File: config.mk
export PLATFORM = sky130hd
export DESIGN_NAME = inst_fetch_ctrl
export DESIGN_NICKNAME = d
export VERILOG_FILES = /design/src/rtl/inst_fetch_ctrl.sv
export SDC_FILE = /design/constraint.sdc
export NUM_CORES = 1
export LEC_CHECK = 0
export CAP_MARGIN = 10
export CORE_MARGIN = 2
export CORE_UTILIZATION = 46
export CTS_CLUSTER_SIZE = 16
export DETAILED_ROUTE_END_ITERATION = 8
export GPL_TIMING_DRIVEN = 0
export PLACE_DENSITY = 0.79
export SETUP_SLACK_MARGIN = 0.3
export SKIP_CTS_REPAIR_TIMING = 1
export SYNTH_ARGS = -nofsm -noshare
export SYNTH_HDL_FRONTEND = slang
export SYNTH_SLANG_ARGS = --single-unit
File: constraint.sdc
create_clock -name Clk -period 1.9 [get_ports Clk]
set_input_delay 0.285 -clock Clk [delete_from_list [all_inputs] [get_ports Clk]]
set_output_delay 0.285 -clock Clk [all_outputs]
set_load 0.01 [all_outputs]
File: src/rtl/inst_fetch_ctrl.sv
// Fetch-stage PC sequencer: IDLE/RUN control, branch/stall/halt priority, run-cycle counter.
// Optional 4-entry return-address stack enabled by `define FETCH_CALL_STACK_EN.
module inst_fetch_ctrl #(
  parameter int           A          = 10,
  parameter logic [A-1:0] START_ADDR = '0
) (
  input  logic         Clk,
  input  logic         Reset_n,
  input  logic         Start,
  input  logic         Stall,
  input  logic         BranchEn,
  input  logic         BranchRel,
  input  logic [A-1:0] Target,
  input  logic         Call,
  input  logic         Ret,
  input  logic         Halt,
  output logic [A-1:0] InstAddress,
  output logic         FetchValid,
  output logic         Busy,
  output logic         Done,
  output logic [15:0]  CycleCount,
  output logic         StackErr
);

  typedef enum logic {IDLE, RUN} state_t;

  typedef struct packed {
    logic halt;
    logic stall;
    logic call;
    logic ret;
    logic br_en;
    logic br_rel;
  } ctrl_t;

  state_t       state_q, state_d;
  ctrl_t        ctrl;
  logic [A-1:0] pc_d, pc_inc;
  logic         done_d;
  logic         clr;

  assign ctrl   = '{halt: Halt, stall: Stall, call: Call, ret: Ret,
                    br_en: BranchEn, br_rel: BranchRel};
  assign pc_inc = InstAddress + A'(1);

`ifdef FETCH_CALL_STACK_EN
  logic [3:0][A-1:0] stk;
  logic [1:0]        top;
  logic [2:0]        depth;
  logic              push, pop, err_q;
  logic              stk_empty, stk_full;
  logic [A-1:0]      tos;

  assign stk_empty = (depth == 3'd0);
  assign stk_full  = (depth == 3'd4);
  assign tos       = stk[top - 2'd1];
`endif

  always_comb begin
    state_d = state_q;
    pc_d    = InstAddress;
    done_d  = 1'b0;
    clr     = 1'b0;
`ifdef FETCH_CALL_STACK_EN
    push    = 1'b0;
    pop     = 1'b0;
`endif
    case (state_q)
      IDLE: begin
        pc_d = START_ADDR;
        if (Start) begin
          state_d = RUN;
          clr     = 1'b1;
        end
      end
      RUN: begin
        if (ctrl.halt) begin
          state_d = IDLE;
          pc_d    = START_ADDR;
          done_d  = 1'b1;
        end else if (ctrl.stall) begin
          pc_d = InstAddress;
`ifdef FETCH_CALL_STACK_EN
        end else if (ctrl.call) begin
          push = 1'b1;
          pc_d = Target;
        end else if (ctrl.ret) begin
          pop  = 1'b1;
          pc_d = stk_empty ? pc_inc : tos;
`endif
        end else if (ctrl.br_en) begin
          // A-bit add: sign extension of the offset is implicit modulo 2^A
          pc_d = ctrl.br_rel ? (InstAddress + Target) : Target;
        end else begin
          pc_d = pc_inc;
        end
      end
      default: state_d = IDLE;
    endcase
  end

  always_ff @(posedge Clk or negedge Reset_n) begin
    if (!Reset_n) begin
      state_q     <= IDLE;
      InstAddress <= START_ADDR;
      Done        <= 1'b0;
    end else begin
      state_q     <= state_d;
      InstAddress <= pc_d;
      Done        <= done_d;
    end
  end

  always_ff @(posedge Clk or negedge Reset_n) begin
    if (!Reset_n)
      CycleCount <= 16'h0000;
    else if (clr)
      CycleCount <= 16'h0000;
    else if (state_q == RUN && CycleCount != 16'hFFFF)
      CycleCount <= CycleCount + 16'h0001;
  end

  assign Busy       = (state_q == RUN);
  assign FetchValid = (state_q == RUN);

`ifdef FETCH_CALL_STACK_EN
  // Circular buffer: once full, top points at the oldest slot, so a push overwrites it
  always_ff @(posedge Clk or negedge Reset_n) begin
    if (!Reset_n) begin
      stk   <= '0;
      top   <= 2'd0;
      depth <= 3'd0;
      err_q <= 1'b0;
    end else if (clr) begin
      top   <= 2'd0;
      depth <= 3'd0;
      err_q <= 1'b0;
    end else if (push) begin
      stk[top] <= pc_inc;
      top      <= top + 2'd1;
      if (stk_full) err_q <= 1'b1;
      else          depth <= depth + 3'd1;
    end else if (pop) begin
      if (stk_empty) begin
        err_q <= 1'b1;
      end else begin
        top   <= top - 2'd1;
        depth <= depth - 3'd1;
      end
    end
  end

  assign StackErr = err_q;
`else
  logic unused_stack_ctrl;
  assign unused_stack_ctrl = ctrl.call ^ ctrl.ret;
  assign StackErr          = 1'b0;
`endif

endmodule

# Word-level counts from Yosys, hierarchy flattened

Cells that the tools add are included.

Bits in latches: 0
Memory bits (read-only): 0
Memories: 0
Flip-flop bits (word level): 28
Logic and storage cells: 25
Output and inout bits: 30
RAM bits: 0

Muxes and demuxes: 13
Magnitude comparators: 0
Reduce and logical (&&, ||, !) cells: 2
Divide/modulo/power cells: 0
Shifts and indexed selects: 0
Eq/ne operators: 2
$mul: 0
Bitwise operators: 1
Add/subtract/negate cells: 3

Operators by type and width:

| kind                                                            | number |
|---|---|
| 10-bit 2-to-1 mux                                               | 4 |
| 16-bit 2-to-1 mux                                               | 2 |
| 10-bit case mux with 2 select lines                             | 1 |
| 16-bit by 1-bit adder with 16-bit output, second input constant | 1 |
| 16-bit != test, second input constant                           | 1 |
| 10-bit by 1-bit adder with 10-bit output, second input constant | 1 |
| 10-bit adder                                                    | 1 |
| 1-bit 2-to-1 mux                                                | 5 |
| 3-bit != test, second input constant                            | 1 |
| 1-bit case mux with 2 select lines                              | 1 |
| 2-bit nonzero test                                              | 1 |
| 1-bit logical AND                                               | 1 |
| 1-bit inverter                                                  | 1 |

# Depth between registers and ports, before layout

Depth after elaboration: 6
Mapped depth: 9
Mapped depth without buffers: 9

# Worst setup path before layout

No wires, ideal clock.

Path type: reg2reg
Start point: register InstAddress[0]
End point: register InstAddress[8]
Required time: 1.814 ns
Period minus slack after synthesis: 2.078 ns
Path slack: -0.178 ns
Library setup time: 0.086 ns
Cell stages (with the launch flop): 10
Arrival time: 1.992 ns
Cell sequence: dfrtp_1 > ha_1 > inv_1 > fa_1 > nor2b_1 > o21a_1 > o21ai_0 > a21o_1 > and4_1 > nor3_1

Cells in the longest elaborated chain, start to end: 6
Elaborated cells between the ends (all ways): 7
Classes of those cells: 2 x add/sub; 5 x mux

Ends and longest elaborated chain:

| element                                 | RTL line | source |
|---|---|---|
| start, declared                         | 17       | `output logic [A-1:0] InstAddress,` |
| start signal, assigned                  | 109      | `InstAddress <= pc_d;` |
| 10-bit adder                            | 93       | `pc_d = ctrl.br_rel ? (InstAddress + Target) : Target;` |
| 10-bit 2-to-1 mux                       | 93       |  |
| 10-bit 2-to-1 mux (*)                   | 91       | `end else if (ctrl.br_en) begin` |
| 10-bit 2-to-1 mux (*)                   | 81       | `end else if (ctrl.stall) begin` |
| 10-bit 2-to-1 mux (*)                   | 77       | `if (ctrl.halt) begin` |
| 10-bit case mux with 2 select lines (*) | 68       | `case (state_q)` |

Every way passes the cells marked *; elsewhere a longest branch is shown, timed or not. The select of a mux whose other input is x is not followed.
A chain may end at the register's enable or synchronous reset.

# Worst setup path in the final report

Start point: input Target[4]
End point: register InstAddress[9]

Cells in the longest elaborated chain, start to end: 6

Ends and longest elaborated chain:

| element                             | RTL line | source |
|---|---|---|
| start, declared                     | 13       | `input logic [A-1:0] Target,` |
| 10-bit adder                        | 93       |  |
| 10-bit 2-to-1 mux                   | 93       |  |
| 10-bit 2-to-1 mux                   | 91       |  |
| 10-bit 2-to-1 mux                   | 81       |  |
| 10-bit 2-to-1 mux                   | 77       |  |
| 10-bit case mux with 2 select lines | 68       |  |

No other way between the ends. The select of a mux whose other input is x is not followed.

==> summary.md <==
| Metric | Value |
|---|---|
| Global-route wire length before repair | roughly 9000 um |
| Net Sw Power | slightly below 0.6 mW |
| Post-synth ARST share | 100% |
| Setup violators final | 15 |
| Critical Path AT | roughly 2200 ps |
| Sink Count | 28 |
| Post-synthesis xor/xnor area fraction | ~2.4% |
| Placed wire-length estimate | 4110 um |
| Crit-path max FO | 5 |
| Initial DRC Count | about 170 |
| Non-Filler Instances | about 400 |
| Overall power | approximately 1.8 mW |
| Slowest-stage cell, CP | clkdlybuf4s50_1 |
| Pwr/cell area | ~530 mW/mm^2 |
| Max-Cap Viols | 0 |
| Largest net degree at the start of global routing | 21 |
| Seq cells post-synth | 28 |
| Number of placement rows | 25 |
| Rel. slew slack | 63.4% |
| Status | finished, violations left |
| CP Cell Sequence | clkdlybuf4s50_1 > ha_4 > a21o_1 > nor3b_1 > or4_1 > nand3_2 > mux2i_1 > nand2_1 |
| Die ar. | between 0.005 and 0.006 mm^2 |
| Synth Area in Compound Gates | about 26% |
| Most frequent cells in the layout | clkdlybuf4s50_1 (32), buf_4 (28), nor2_1 (21) |
| Layout fillers | 356 |
| Clock slew at reported path FFs | approximately 100 ps |
| Sw Share | 32.8% |
| Most common cell after layout, fill and taps aside | clkdlybuf4s50_1 |
| Vias in the first global route | a little over 2000 |
| CP Class | in -> reg |
| Actual slew at the worst max-slew pin | ~540 ps |
| YS warnings | 0 |
| Clock buffer count from CTS | 3 |
| Antenna viol nets, final | 0 |
| Synth-to-Final Area Change | 52.8% |
| Mapped cell area | approximately 0.0022 mm^2 |
| Startpoint types | input pin |
| Tcrit/Tclk final | 106% |
| Synth top area cells | dfrtp_1 (32%), o21ai_0 (7.3%), ha_1 (6.3%) |
| Leakage | between 1.5 and 2 nW |
| Mapped Cells | 261 |
| Worst setup path endpoint | InstAddress[9] |
| Final Max Slew Viols | 0 |
| Int Pwr | 1.19 mW |
| Largest family of logic cells by synthesized area | compound AO/OA/AOI/OAI gates |
| # DRC | 0 |
| R2R Path End | InstAddress[9] |
| Final setup margin | -122 ps |
| Layout Utilization | roughly 70% |
| Post-route minimum period | 2020 ps |
| Ys flop type | dfrtp_1 |
| Worst r2r src | InstAddress[4] |
| Starting Density | roughly 47% |
| Gpl congestion | ~0.84 |
| CTS tree | yes |
| Layout cells sized above 1 | between 20 and 30% |
| Critical Path Stages | 8 |
| Drt pass-1 iters | 4 |
| CTS H-tree depth | 1 |
| Hold Vio Cnt, Final | 0 |
| Number of synthesized flops with an enable pin | 0 |
| Crit-path leading delay family | simple AND/OR/NAND/NOR gates |
| Reg2reg setup slack | -120 ps |
| Post-Synth Adder-Cell Area | 7.23% |
| Critical Path RT | 2070 ps |
| Root buffer cell | clkbuf_8 |
| Sequential share of power | between 40 and 50% |
| Worst setup EP type | register |
| Synth unique cells | 50 |
| DIE HEIGHT | between 70 and 80 um |
| Synth top area share | approximately 32% |
| Port Buf Inserts | between 40 and 50 |
| Clock power frac | a little over a fifth |
| # diodes | 0 |
| Simple-gate share of the synthesized area | approximately a quarter |
| Max Fclk | just under 500 MHz |
| Placed cell count | 360 |
| Initial antenna violation count | 0 |
| CTS Buffer Depth | 2 |
| Hold Crit Class | in -> async |
| Via count | between 2000 and 2500 |
| Reg2reg path depth | 7 |
| Sequential area share after synthesis | about a third |
| Mean Syn Cell Area | approximately 8.4 um^2 |
| Final nets | 373 |
| Maximum vdd drop | 313 uV |
| Worst setup startpoint | Target[4] |
| Overflow after GRT | 0 |
| GRT Util Overall | around a fifth |
| Clk Latency, worst-skew pair | 280 ps |
| Failing checks | negative setup slack |
| Vias/cell | around 6.0 |
| Die X | 72.8 um |
| Bufs and invs on worst path | 1 |
| Syn Nets | 292 |
| Combinational share of power | a little under two fifths |
| Setup Skew | approximately 6.7 ps |
| Routed WL | 6340 um |
| Area leader, netlist | dfrtp_1 |
| CP max stage delay | ~520 ps |
| # IOs | 49 |
| WL/cell | 16.1 um |
| Mux contribution to synthesized area | approximately 1.9% |
| Unrepaired setup endpoints after global routing | yes |
| Core Area | approximately 0.0046 mm^2 |
## through the flow
stage               instance area, um^2  setup WS (ps)  setup TNS, ps  hold slack, ps
floorplan                          2300           16.2              0           -10.6
global placement                   2810           -515          -2770             513
detailed placement                 2840           -540          -2870             525
CTS                                2890           -233           -711             356
finish                             3330           -122           -811             341
global route                       3330           -185          -2320             363
## how the worst min path moves through the flow
stage                         startpoint        endpoint  slack [ps]  depth (start not counted)
after floorplan                  Reset_n            Busy         -10                          0
after global placement    CycleCount[11]  CycleCount[11]         510                          1
after detailed placement   CycleCount[4]   CycleCount[4]         530                          1
after CTS                        Reset_n  CycleCount[12]         360                          1
after global routing             Reset_n  CycleCount[12]         360                          1
final                            Reset_n  CycleCount[12]         340                          1
## synth_stat cells (all sizes together), types with 2 or more instances
master and count:
clkbuf 5, nand3 11, o21bai 2, ha 11
o31ai 3, nor3b 2, nor2b 7, o211ai 3
nand2b 8, and3 2, o21ai 32, or4 3
or3 2, nand2 14, buf 5, nand4 6
nor3 8, dfrtp 28, mux2i 3, a21oi 18
and2 2, inv 12, a31oi 8, nor4 5
a41oi 2, xnor2 4, xor2 2, a211oi 8
nor2 24, a21o 5
## layer usage
layer / vias to the layer above / share of wire [%] / track usage [%]
met5: - / 0 / 0
met4: 0 / 1.4 / 6.58
met3: 13 / 4.4 / 2.62
met2: 76 / 51 / 36.1
met1: 1147 / 43 / 27.5
li1: 1128 / - / -
## state kept, by name, summed over array words and instances, names as in the netlist
name and flops:
InstAddress 10, Busy 1, CycleCount 16, Done 1
## power groups by stage
stage	Sequential, mW	Combinational (mW)	Clock (mW)
2_1_floorplan	0.739	0.294	0
3_3_place_gp	0.732	0.503	0
3_5_place_dp	0.735	0.520	0
4_1_cts	0.723	0.522	0.387
5_1_grt	0.725	0.743	0.408
6_report	0.717	0.680	0.379
## cell type report
cell class,count,area (um^2),area share [%]
multi-input combinational,210,1600,48.1
timing repair buffer,76,762,22.9
sequential,28,717,21.5
buffer,10,72.6,2.18
tap,54,67.6,2.03
clock buffer,4,55.1,1.65
inverter,13,52.6,1.58
## cell families (layout without fill, tap and decap cells)
group	after synthesis	in the layout
multiplexers	4	4
AO/OA/AOI/OAI	89	89
XOR/XNOR	6	6
AND/OR/NAND/NOR	98	98
adder cells (fa/ha/maj)	12	12
other	1	1
flip-flops	28	28
buffers and inverters	23	103
No activity file was read; power rests on OpenSTA's default activity.
